<file path="config.mk">
export PLATFORM = sky130hd
export DESIGN_NAME = psqwd_meas
export DESIGN_NICKNAME = d
export VERILOG_FILES = /design/src/rtl/psqwd_pkg.sv /design/src/rtl/psqwd_phase_cnt.sv /design/src/rtl/psqwd_meas.sv
export SDC_FILE = /design/constraint.sdc
export NUM_CORES = 1
export LEC_CHECK = 0
export CAP_MARGIN = 25
export CELL_PAD_IN_SITES_DETAIL_PLACEMENT = 0
export CELL_PAD_IN_SITES_GLOBAL_PLACEMENT = 1
export CORE_MARGIN = 2
export CORE_UTILIZATION = 40
export CTS_CLUSTER_SIZE = 30
export DETAILED_ROUTE_END_ITERATION = 12
export PLACE_DENSITY = 0.84
export SYNTH_ARGS = -nofsm -noshare
export SYNTH_HDL_FRONTEND = slang
export SYNTH_SLANG_ARGS = --single-unit
</file>
<file path="constraint.sdc">
create_clock -name clk -period 2.1 [get_ports clk]
set_input_delay 0.315 -clock clk [delete_from_list [all_inputs] [get_ports clk]]
set_output_delay 0.315 -clock clk [all_outputs]
set_load 0.01 [all_outputs]
</file>
<file path="src/rtl/psqwd_pkg.sv">
`default_nettype none
// ============================================================================
// psqwd_pkg : shared types and constants for the square-wave decoder
// Revision  : 1.0
// ============================================================================
package psqwd_pkg;

    typedef enum logic [1:0] {
        IDLE = 2'd0,
        HIGH = 2'd1,
        LOW  = 2'd2
    } state_e;

    localparam logic [1:0] ERR_NONE    = 2'b00;
    localparam logic [1:0] ERR_TIMEOUT = 2'b01;
    localparam logic [1:0] ERR_REM     = 2'b10;
    localparam logic [1:0] ERR_ZERO    = 2'b11;

    localparam int unsigned CLK_PER_UNIT_DEF = 5;

endpackage
`default_nettype wire

</file>
<file path="src/rtl/psqwd_phase_cnt.sv">
`default_nettype none
// ============================================================================
// psqwd_phase_cnt : prescaler plus unit counter measuring one phase length
// Revision        : 1.0
// ============================================================================
module psqwd_phase_cnt
    import psqwd_pkg::*;
#(
    parameter int unsigned CLK_PER_UNIT = CLK_PER_UNIT_DEF,
    parameter int unsigned UNIT_W       = 4,
    parameter int unsigned PRE_W        = $clog2(CLK_PER_UNIT + 1)
) (
    input  logic              clk,
    input  logic              rst,
    input  logic              load_i,
    input  logic              en_i,
    output logic [UNIT_W:0]   units_o,
    output logic [PRE_W-1:0]  pre_o,
    output logic              timeout_o
);

    localparam logic [UNIT_W:0]  UNITS_LIMIT = {1'b1, {UNIT_W{1'b0}}};
    localparam logic [PRE_W-1:0] PRE_WRAP    = PRE_W'(CLK_PER_UNIT - 1);

    logic [PRE_W-1:0] pre_q, pre_d;
    logic [UNIT_W:0]  units_q, units_d;

    assign timeout_o = (units_q == UNITS_LIMIT);
    assign units_o   = units_q;
    assign pre_o     = pre_q;

    // Counting freezes at the timeout limit so the unit count never wraps.
    always_comb begin
        pre_d   = pre_q;
        units_d = units_q;
        if (load_i) begin
            pre_d   = PRE_W'(1);
            units_d = '0;
        end else if (en_i && !timeout_o) begin
            if (pre_q == PRE_WRAP) begin
                pre_d   = '0;
                units_d = units_q + 1'b1;
            end else begin
                pre_d   = pre_q + 1'b1;
            end
        end
    end

    always_ff @(posedge clk) begin
        if (rst) begin
            pre_q   <= '0;
            units_q <= '0;
        end else begin
            pre_q   <= pre_d;
            units_q <= units_d;
        end
    end

endmodule
`default_nettype wire

</file>
<file path="src/rtl/psqwd_meas.sv">
`default_nettype none
// ============================================================================
// psqwd_meas : square-wave decoder reporting high/low phase lengths in units
// Revision   : 1.0   (optional PSQWD_ROUND_EN: round phases to nearest unit)
// ============================================================================
module psqwd_meas
    import psqwd_pkg::*;
#(
    parameter int unsigned CLK_PER_UNIT = CLK_PER_UNIT_DEF,
    parameter int unsigned UNIT_W       = 4,
    parameter int unsigned SYNC_STAGES  = 2
) (
    input  logic              clk,
    input  logic              rst,
    input  logic              en,
    input  logic              sq_in,
    output logic [UNIT_W-1:0] m_out,
    output logic [UNIT_W-1:0] n_out,
    output logic              valid,
    output logic              err,
    output logic [1:0]        err_code
);

    localparam int unsigned PRE_W = $clog2(CLK_PER_UNIT + 1);

    logic [SYNC_STAGES-1:0] sync_q;
    logic                   prev_q;
    logic                   s, rise, fall;

    always_ff @(posedge clk) begin
        if (rst) begin
            sync_q <= '0;
            prev_q <= 1'b0;
        end else begin
            sync_q <= {sync_q[SYNC_STAGES-2:0], sq_in};
            prev_q <= s;
        end
    end

    assign s    = sync_q[SYNC_STAGES-1];
    assign rise = s & ~prev_q;
    assign fall = ~s & prev_q;

    state_e            state_q;
    logic [UNIT_W:0]   units;
    logic [PRE_W-1:0]  pre;
    logic              timeout;
    logic              cnt_load, cnt_en;

    // Every edge that advances the FSM also restarts the phase count.
    assign cnt_load = en && (((state_q != HIGH) && rise) || ((state_q == HIGH) && fall));
    assign cnt_en   = (state_q != IDLE);

    psqwd_phase_cnt #(
        .CLK_PER_UNIT (CLK_PER_UNIT),
        .UNIT_W       (UNIT_W),
        .PRE_W        (PRE_W)
    ) u_phase_cnt (
        .clk       (clk),
        .rst       (rst),
        .load_i    (cnt_load),
        .en_i      (cnt_en),
        .units_o   (units),
        .pre_o     (pre),
        .timeout_o (timeout)
    );

    logic [1:0]        cls_code;
    logic [UNIT_W-1:0] cls_val;

`ifdef PSQWD_ROUND_EN
    logic            round_up;
    logic [UNIT_W:0] rounded;

    assign round_up = ((32'(pre) << 1) >= CLK_PER_UNIT);
    assign rounded  = units + {{UNIT_W{1'b0}}, round_up};

    // A rounded value past the field width cannot be reported; flag it as too long.
    always_comb begin
        cls_code = ERR_NONE;
        cls_val  = rounded[UNIT_W-1:0];
        if (rounded == '0) begin
            cls_code = ERR_ZERO;
        end else if (rounded[UNIT_W]) begin
            cls_code = ERR_TIMEOUT;
        end
    end
`else
    always_comb begin
        cls_code = ERR_NONE;
        cls_val  = units[UNIT_W-1:0];
        if (units == '0) begin
            cls_code = ERR_ZERO;
        end else if (units[UNIT_W]) begin
            cls_code = ERR_TIMEOUT;
        end else if (pre != '0) begin
            cls_code = ERR_REM;
        end
    end
`endif

    logic [UNIT_W-1:0] m_q, n_q, mcap_q;
    logic              valid_q, err_q, pend_q;
    logic [1:0]        err_code_q, pend_code_q;

    always_ff @(posedge clk) begin
        if (rst) begin
            state_q     <= IDLE;
            m_q         <= '0;
            n_q         <= '0;
            mcap_q      <= '0;
            valid_q     <= 1'b0;
            err_q       <= 1'b0;
            err_code_q  <= ERR_NONE;
            pend_q      <= 1'b0;
            pend_code_q <= ERR_NONE;
        end else begin
            valid_q <= 1'b0;
            err_q   <= 1'b0;
            if (!en) begin
                state_q     <= IDLE;
                pend_q      <= 1'b0;
                pend_code_q <= ERR_NONE;
            end else begin
                unique case (state_q)
                    IDLE: begin
                        if (rise) begin
                            state_q <= HIGH;
                        end
                    end
                    HIGH: begin
                        if (timeout) begin
                            err_q       <= 1'b1;
                            err_code_q  <= ERR_TIMEOUT;
                            pend_q      <= 1'b0;
                            pend_code_q <= ERR_NONE;
                            state_q     <= IDLE;
                        end else if (fall) begin
                            if (cls_code == ERR_NONE) begin
                                mcap_q <= cls_val;
                            end else begin
                                pend_q      <= 1'b1;
                                pend_code_q <= cls_code;
                            end
                            state_q <= LOW;
                        end
                    end
                    LOW: begin
                        if (timeout) begin
                            err_q       <= 1'b1;
                            err_code_q  <= ERR_TIMEOUT;
                            pend_q      <= 1'b0;
                            pend_code_q <= ERR_NONE;
                            state_q     <= IDLE;
                        end else if (rise) begin
                            // A high-phase error outranks anything found in the low phase.
                            if (pend_q) begin
                                err_q      <= 1'b1;
                                err_code_q <= pend_code_q;
                            end else if (cls_code != ERR_NONE) begin
                                err_q      <= 1'b1;
                                err_code_q <= cls_code;
                            end else begin
                                valid_q <= 1'b1;
                                m_q     <= mcap_q;
                                n_q     <= cls_val;
                            end
                            pend_q      <= 1'b0;
                            pend_code_q <= ERR_NONE;
                            state_q     <= HIGH;
                        end
                    end
                    default: state_q <= IDLE;
                endcase
            end
        end
    end

    assign m_out    = m_q;
    assign n_out    = n_q;
    assign valid    = valid_q;
    assign err      = err_q;
    assign err_code = err_code_q;

endmodule
`default_nettype wire
</file>
# After elaboration in Yosys (flattened, before gate mapping)
# Cells that the tools add are included.
[word_totals]
output_inout_bits = 12
regBits = 32
word_cells = 94
input_bits = 4
[op_classes]
n_eq_ne = 10
add_sub_neg = 2
muxes = 36
n_reduce_logical = 22
n_bitwise = 10
[op_table]
columns = ["op", "count"]
rows = [
  ["$mux 2", 17],
  ["$mux 1", 13],
  ["$reduce_and 5->1", 2],
  ["$ne 3x2->1 const B", 3],
  ["$not 1->1", 8],
  ["$pmux 2 s2", 2],
  ["$reduce_bool 2->1", 4],
  ["$pmux 2 s3", 1],
  ["$reduce_and 6->1", 1],
  ["$reduce_or 6->1", 1],
  ["$add 5x1->5 const B", 1],
  ["$eq 5x5->1 const B", 1],
  ["$logic_not 5->1", 1],
  ["$logic_and 1x1->1", 4],
  ["$logic_not 2->1", 2],
  ["$ne 2x1->1 const B", 2],
  ["$ne 4x3->1 const B", 1],
  ["$pmux 1 s2", 2],
  ["$reduce_and 4->1", 1],
  ["$reduce_or 2->1", 2],
  ["$add 3x1->3 const B", 1],
  ["$eq 3x3->1 const B", 1],
  ["$mux 3", 1],
  ["$reduce_bool 3->1", 1],
  ["other kinds (6)", 7],
]

# Longest topological paths before layout
[logic_depth]
depth_word = 10
ltp_mapped = 9
depth_no_buf = 9

# Cells and area by module
# From an unflattened synthesis, not the netlist that was laid out.
[hier_totals]
cells_unflattened = 202
area_unflattened_um2 = 1710.4
[modules_own_cells]
columns = ["module", "cells_per_inst", "seq_area_each_um2", "area_each_um2", "instances"]
rows = [
  ["psqwd_meas", 149, 480.5, 1265.0, 1],
  ["psqwd_phase_cnt", 53, 160.2, 445.4, 1],
]

# Worst setup path after synthesis
# No wires, ideal clock.
[synth_timing]
kind = "reg-to-reg"
startpoint = "register u_phase_cnt.units_q[0] (netlist: u_phase_cnt.units_o[0])"
endpoint = "register mcap_q[0]"
path_stages_with_launch = 10
t_required_ps = 1965
path_slack_ps = 108
path_buffers = 1
arrival_ps = 1857
cell_sequence = "dfxtp_1 -> inv_1 -> ha_1 -> and2_2 -> ha_1 -> buf_6 -> and4bb_4 -> o2111ai_4 -> mux2i_1 -> nor2_1"
[synth_via]
elab_chain_cells = 4
word_cells_on_any_way = 6
classes_between = "1 x eq/ne; 1 x mux; 1 x bitwise; 3 x reduce/logical"
[synth_lines]
columns = ["item", "line", "source"]
rows = [
  ["start: declaration", "psqwd_phase_cnt.sv:26", "logic [UNIT_W:0] units_q, units_d;"],
  ["start signal: assignment", "psqwd_phase_cnt.sv:55", "units_q <= units_d;"],
  ["$logic_not 5->1", "psqwd_meas.sv:92", "if (units == '0) begin"],
  ["$mux 2", "psqwd_meas.sv:92", ""],
  ["$logic_not 2->1", "psqwd_meas.sv:139", "if (cls_code == ERR_NONE) begin"],
  ["$reduce_and 5->1 (no source line)", "-", ""],
  ["end signal: assignment", "psqwd_meas.sv:140", "mcap_q <= cls_val;"],
  ["end: declaration", "psqwd_meas.sv:102", "logic [UNIT_W-1:0] m_q, n_q, mcap_q;"],
]
# Several ways; a longest one is shown, not always the timed one.
# A chain may end at the register's enable or synchronous reset.

# Worst setup path in the final report
[layout_timing]
startpoint = "register u_phase_cnt.units_q[0] (netlist: u_phase_cnt.units_o[0])"
endpoint = "register state_q[1]"
[layout_via]
elab_chain_cells = 3
word_cells_on_any_way = 5
classes_between = "2 x eq/ne; 3 x mux"
[layout_lines]
columns = ["item", "line", "source"]
rows = [
  ["$eq 5x5->1 (*)", "psqwd_phase_cnt.sv:28", "assign timeout_o = (units_q == UNITS_LIMIT);"],
  ["$mux 2, on equally long branches", "psqwd_meas.sv:149, psqwd_meas.sv:132", ""],
  ["$pmux 2 s3", "psqwd_meas.sv:125", "unique case (state_q)"],
  ["end signal: assignment", "psqwd_meas.sv:121", "state_q <= IDLE;"],
  ["end signal: assignment", "psqwd_meas.sv:128", "state_q <= HIGH;"],
  ["end signal: assignment", "psqwd_meas.sv:154", "state_q <= IDLE;"],
  ["end: declaration", "psqwd_meas.sv:44", "state_e state_q;"],
]
# Every way passes the cells marked *; elsewhere a longest branch is shown, timed or not.

==> flow_summary.yaml <==
status:
  outcome: "finished, final reports clean"
yosys:
  ys.flop_type: "dfxtp_1"
  synthesis.area_um2: 1780
  seq_area_frac_synth_pct: 36.0
  synth-edff-count: 0
  yosysWarnings: 0
  synthCells: 184
  syn_nets: 199
  synth.distinct_cells: 49
  avgSynthCellArea_um2: 9.66
  async_flop_share_pct: 0
  synth-seq-cells: 32
floorplanning:
  dieHeight_um: 70.7
  core_area_um2: 4320
  ios: 16
  start_util_pct: 41.1
  fp-row-count: 24
  dieArea_um2: 4990
  dieWidth_um: 70.7
sta:
  worst_pin_slew_ps: 367
  postLayoutSetupSlackWorst_ps: 153
  finalSetupViolations: 0
  setup_tns_ps: 0
  final_hold_viol_count: 0
  grt_setup_unrepaired: "false"
  maxSlewViolCount: 0
  fmax_ghz: 0.514
  skew_ps: 3.68
  slew_headroom_pct: 75.4
  fin_crit_sh_pct: 92.7
  fin_crit_ps: 1950
grt:
  antenna_found_initial: 0
  grt_overflow: 0
  grt_util_all_layers_pct: 15.4
  grt_pass1_wl_mm: 6.00
  grt_start_max_net_pins: 19
  grt_pass1_vias: 1242
power:
  p_switching_uw: 251
  p_int_uw: 861
  clkPwrFrac_pct: 39.3
  power.leakage_nw: 0.804
  pwr-share-seq_pct: 55.5
  irDropWorstVdd_mv: 0.242
  power_density_nw_per_um2: 532
  power_mw: 1.11
  swShare_pct: 22.6
  pwr-share-comb_pct: 5.3
place:
  place_congestion: 0.806
  hpwl_mm: 2.63
  port_buffers: 15
  pre_cts_ws_ps: 179
  placed_area_um2: 2010
clock_network:
  clk_pin_slew_ps: 60
  numCtsBuffers: 5
  postCtsHoldBufs: 0
  cts.htree.levels: 2
  cts_tree: "done"
  post_cts_resized: 0
  cts_sinks: 32
  cts_buffer_depth: 2
  clock_latency_ps: 280
  post_cts.repair.setup_buffers: 0
  ctsRootBufferMaster: "clkbuf_8"
min_path:
  hold_path_class: "reg2reg"
finish:
  drive_above_1_share_pct: 21.9
  diodes: 0
  final_common_cell: "dfxtp_1"
  syn_to_final_growth_pct: 17.5
  nNetsFinal: 225
  most-common-layout-cells: "dfxtp_1, nor2_1, clkdlybuf4s50_1, nand2_1"
  stdcell_area_um2: 2090
setup_path:
  crit_slowest_cell: "or3_1"
  worstPathArrival_ps: 2160
  cpLargestDelayFamily: "simple AND/OR/NAND/NOR gates"
  cp.required_ps: 2310
  crit_path_frequent_cell: "ha_1"
  cp_max_fo: 7
  cp_num_buf_inv: 2
  end_kind: "flip-flop"
  startpoint_type: "flip-flop"
  critical_path_class: "reg2reg"
  cpPeakStageDelay_ps: 340
  path_cells: "inv_1, ha_1, and2_2, ha_1, buf_4, nand2b_1, or3_1, a21oi_1"
routing:
  firstDrtPassIters: 4
  vias: 1350
  wl_per_cell_um: 13.3
  drt_first_iter_violations: 82
  final_antenna_net_count: 0
  drt_wl_total_mm: 3.48
  vias_per_cell: 5.15
  drc_errors: 0
flow_run:
  max-cap-violations: 0
## cell usage after synthesis, types with 2 or more instances
cell type	n	area share, %
a21oi_2	8	3.9
nand3_2	8	4.5
or3_1	3	1.1
and4bb_4	2	1.8
a211oi_1	2	0.84
dfxtp_1	32	36
nor2b_1	6	2.1
o21ai_0	11	3.1
nor2_1	17	3.6
nor3_1	2	0.56
mux2i_1	9	5.1
nand2_1	12	2.5
o21ai_1	2	0.56
buf_6	2	1.3
nand4_1	2	0.70
inv_1	11	2.3
nand2b_1	3	1.1
xor2_1	3	1.5
xnor2_1	2	0.99
a31oi_1	3	1.1
a21oi_1	5	1.4
buf_2	2	0.56
ha_1	11	7.7
## power by group through the flow
stage | clock network (mW) | logic [mW] | registers [mW]
after floorplan | 0 | 0.0394 | 0.628
after global placement | 0 | 0.0598 | 0.630
after detailed placement | 0 | 0.0593 | 0.630
after CTS | 0.453 | 0.0594 | 0.616
after global routing | 0.480 | 0.0650 | 0.617
final | 0.436 | 0.0588 | 0.617
## area by class of cell
cell class              count  area (um^2)
repair buffers             26          233
fillers                   412         2230
clock inverters             1         5.00
multi-input cells         133         1030
clock buffers               6         72.6
well taps                  52         65.1
inverters                  12         45.0
flip-flops and latches     32          641
## metrics by stage
step	cells	hold slack (ps)	util [%]
2_1_floorplan	184	414	-
3_3_place_gp	255	418	46.5
3_5_place_dp	255	424	46.5
4_1_cts	262	439	48.3
5_1_grt	262	450	48.3
6_report	262	434	48.3
## kinds of logic after synthesis
group / after synthesis / share of synthesized area (%)
AOI/OAI and AO/OA: 44 / 20.1
xor gates and xnor gates: 5 / 2.46
adders and majority gates: 11 / 7.74
buffers and inverters: 19 / 6.12
DFF: 32 / 36.0
muxes: 9 / 5.07
and+or+nand+nor: 64 / 22.5
## registers in the layout, summed over array words and instances (netlist names), 2 cells and up
signal               count
n_out                    4
mcap_q                   4
u_phase_cnt.units_o      5
err_code                 2
state_q                  2
sync_q                   2
m_out                    4
pend_code_q              2
u_phase_cnt.pre_o        3
## layer usage
layer	routed length, um	vias to the layer above	track usage, %
li1	-	698	-
met1	1750	614	21.6
met2	1510	29	22.1
met3	154	9	4.27
met4	63	0	6.92
met5	0	-	0
## final timing paths
kind | start | to | slack (ps) | cells past startpoint
max | u_phase_cnt.units_o[0] | state_q[1] | 150 | 8
min | sync_q[0] | sync_q[1] | 430 | 1
max reg2reg | u_phase_cnt.units_o[0] | state_q[1] | 150 | 8
min reg2reg | sync_q[0] | sync_q[1] | 430 | 1
(Power assumes the default switching activity.)
==> RTL change (config.mk and constraints unchanged) <==
Re-encode `state_e` (3 states) as one-hot, 3 bits wide.
--- a/src/rtl/psqwd_pkg.sv
+++ b/src/rtl/psqwd_pkg.sv
@@ -7,6 +7,6 @@
 
-    typedef enum logic [1:0] {
-        IDLE = 2'd0,
-        HIGH = 2'd1,
-        LOW  = 2'd2
+    typedef enum logic [2:0] {
+        IDLE = 3'b001,
+        HIGH = 3'b010,
+        LOW  = 3'b100
     } state_e;
Check against the original RTL: no difference found for any inputs over 10 cycles, from zero or initial values and one cycle with rst high; not proved beyond that.
==> RTL change against the original RTL <==
Setup slack worse by 0.069 ns; non-clock buffer count up 2; clock power up 44%; cell count down 3.1%; cell area down 2.1%; routed wire length down 0.32%; hold slack better by 0.0099 ns; global-route usage up 1.9 points; synthesized area down 9.9%; sequential cell count up 1; total power up 17%; critical endpoint is now m_out[2]; largest cell class unchanged; highest routed layer unchanged.
==> RTL change: results (changes against the original RTL) <==
Avg Cell Area, Syn=9.05 um2 (-6.4%); Synthesized Nets=188 (-5.5%); largest cells by area after synthesis=dfxtp_1 41%, mux2i_1 11%, nor2_1 6.1%; post-cts resize count=4 (+4); multi-input logic area=908 um2 (-12%); Net Sw Frac=20.8% (-1.8 points); vias in the first global route=1310 (+5.5%); I/O Buffers=15 (unchanged); WHS=0.444 ns (+0.00992 ns); worst clock skew=0.00296 ns (-0.000721 ns); global-route wire length before repair=5860 um (-2.4%); CP max FO=4 (-3); Multi-Input Combinational=127 (-4.5%); R2R Setup Slk=0.08 ns (-0.07 ns); status=completed; Adder-Cell Fraction of Synth Area=5.47% (-2.3 points); CTS Sinks=33 (+3.1%); Clock Power Share=48.0% (+8.7 points); clock buffers=6 (unchanged); worst hold path class=reg -> reg; Synth top cells by count=33 x dfxtp_1, 26 x nor2_1, 17 x mux2i_1; Worst EP arrival=2.19 ns (+0.03 ns); non-clk buf share=12.3% (+1.2 points); Seq/Total Area, Yosys=41.3% (+5.2 points); DPL Wire Length=2540 um (-3.5%); R2R Path Start=u_phase_cnt.units_o[1]; Synth Area in XOR/XNOR=2.73% (+0.27 points); largest net degree at the start of global routing=20 (+1); final-layout clock-cell area share=5.87% (+2.2 points); peak supply drop=0.516 mV (+110%); Distinct cells, synth=37 (-24%); Seq area share=32.4% (+1.8 points); Comb. pwr=0.0000439 W (-25%); final WL=3470 um (-0.32%); post-synthesis mux area share=10.6% (+5.6 points); CP max stage cell=a2111oi_4; relative max-transition margin=73.2% (-2.2 points); Post-DP Area=1860 um2 (-7.4%); fraction of layout cells with a size suffix above 1=18.9% (-3.0 points); layout buffer count excluding clock buffers=28 (+7.7%); post-synthesis compound-gate area fraction=12.8% (-7.2 points); DR iter-0 viols=95 (+16%); fill count=362 (-12%); fin nets=216 (-4.0%); GRT Resource Usage Total=17.3% (+1.9 points)
[RTL change: layer usage]
metal | part of all wire, % | track usage [%]
met1 | 43 | 19.8
met2 | 51 | 30.3
met5 | 0 | 0
met4 | 1.5 | 6.63
met3 | 4.2 | 5.17
[RTL change: metrics by stage]
step / util (%) / instances / setup WS, ns / TNS (ns) / total power (W)
5_1_grt: 54.6 / 254 / -0.0698 / -0.436 / 0.00135
3_5_place_dp: 49.8 / 244 / -0.00638 / -0.00911 / 0.000692
4_1_cts: 53.4 / 253 / 0.00985 / 0 / 0.00131
3_3_place_gp: 49.8 / 244 / 0.0734 / 0 / 0.000690
2_1_floorplan: - / 177 / 0.00614 / 0 / 0.000675
6_report: 54.6 / 254 / 0.0840 / 0 / 0.00130
[RTL change: final timing paths]
kind               endpoint  cells past startpoint
hold reg to reg   sync_q[1]                      1
setup reg to reg   m_out[2]                     11
hold / removal    sync_q[1]                      1
setup / recovery   m_out[2]                     11
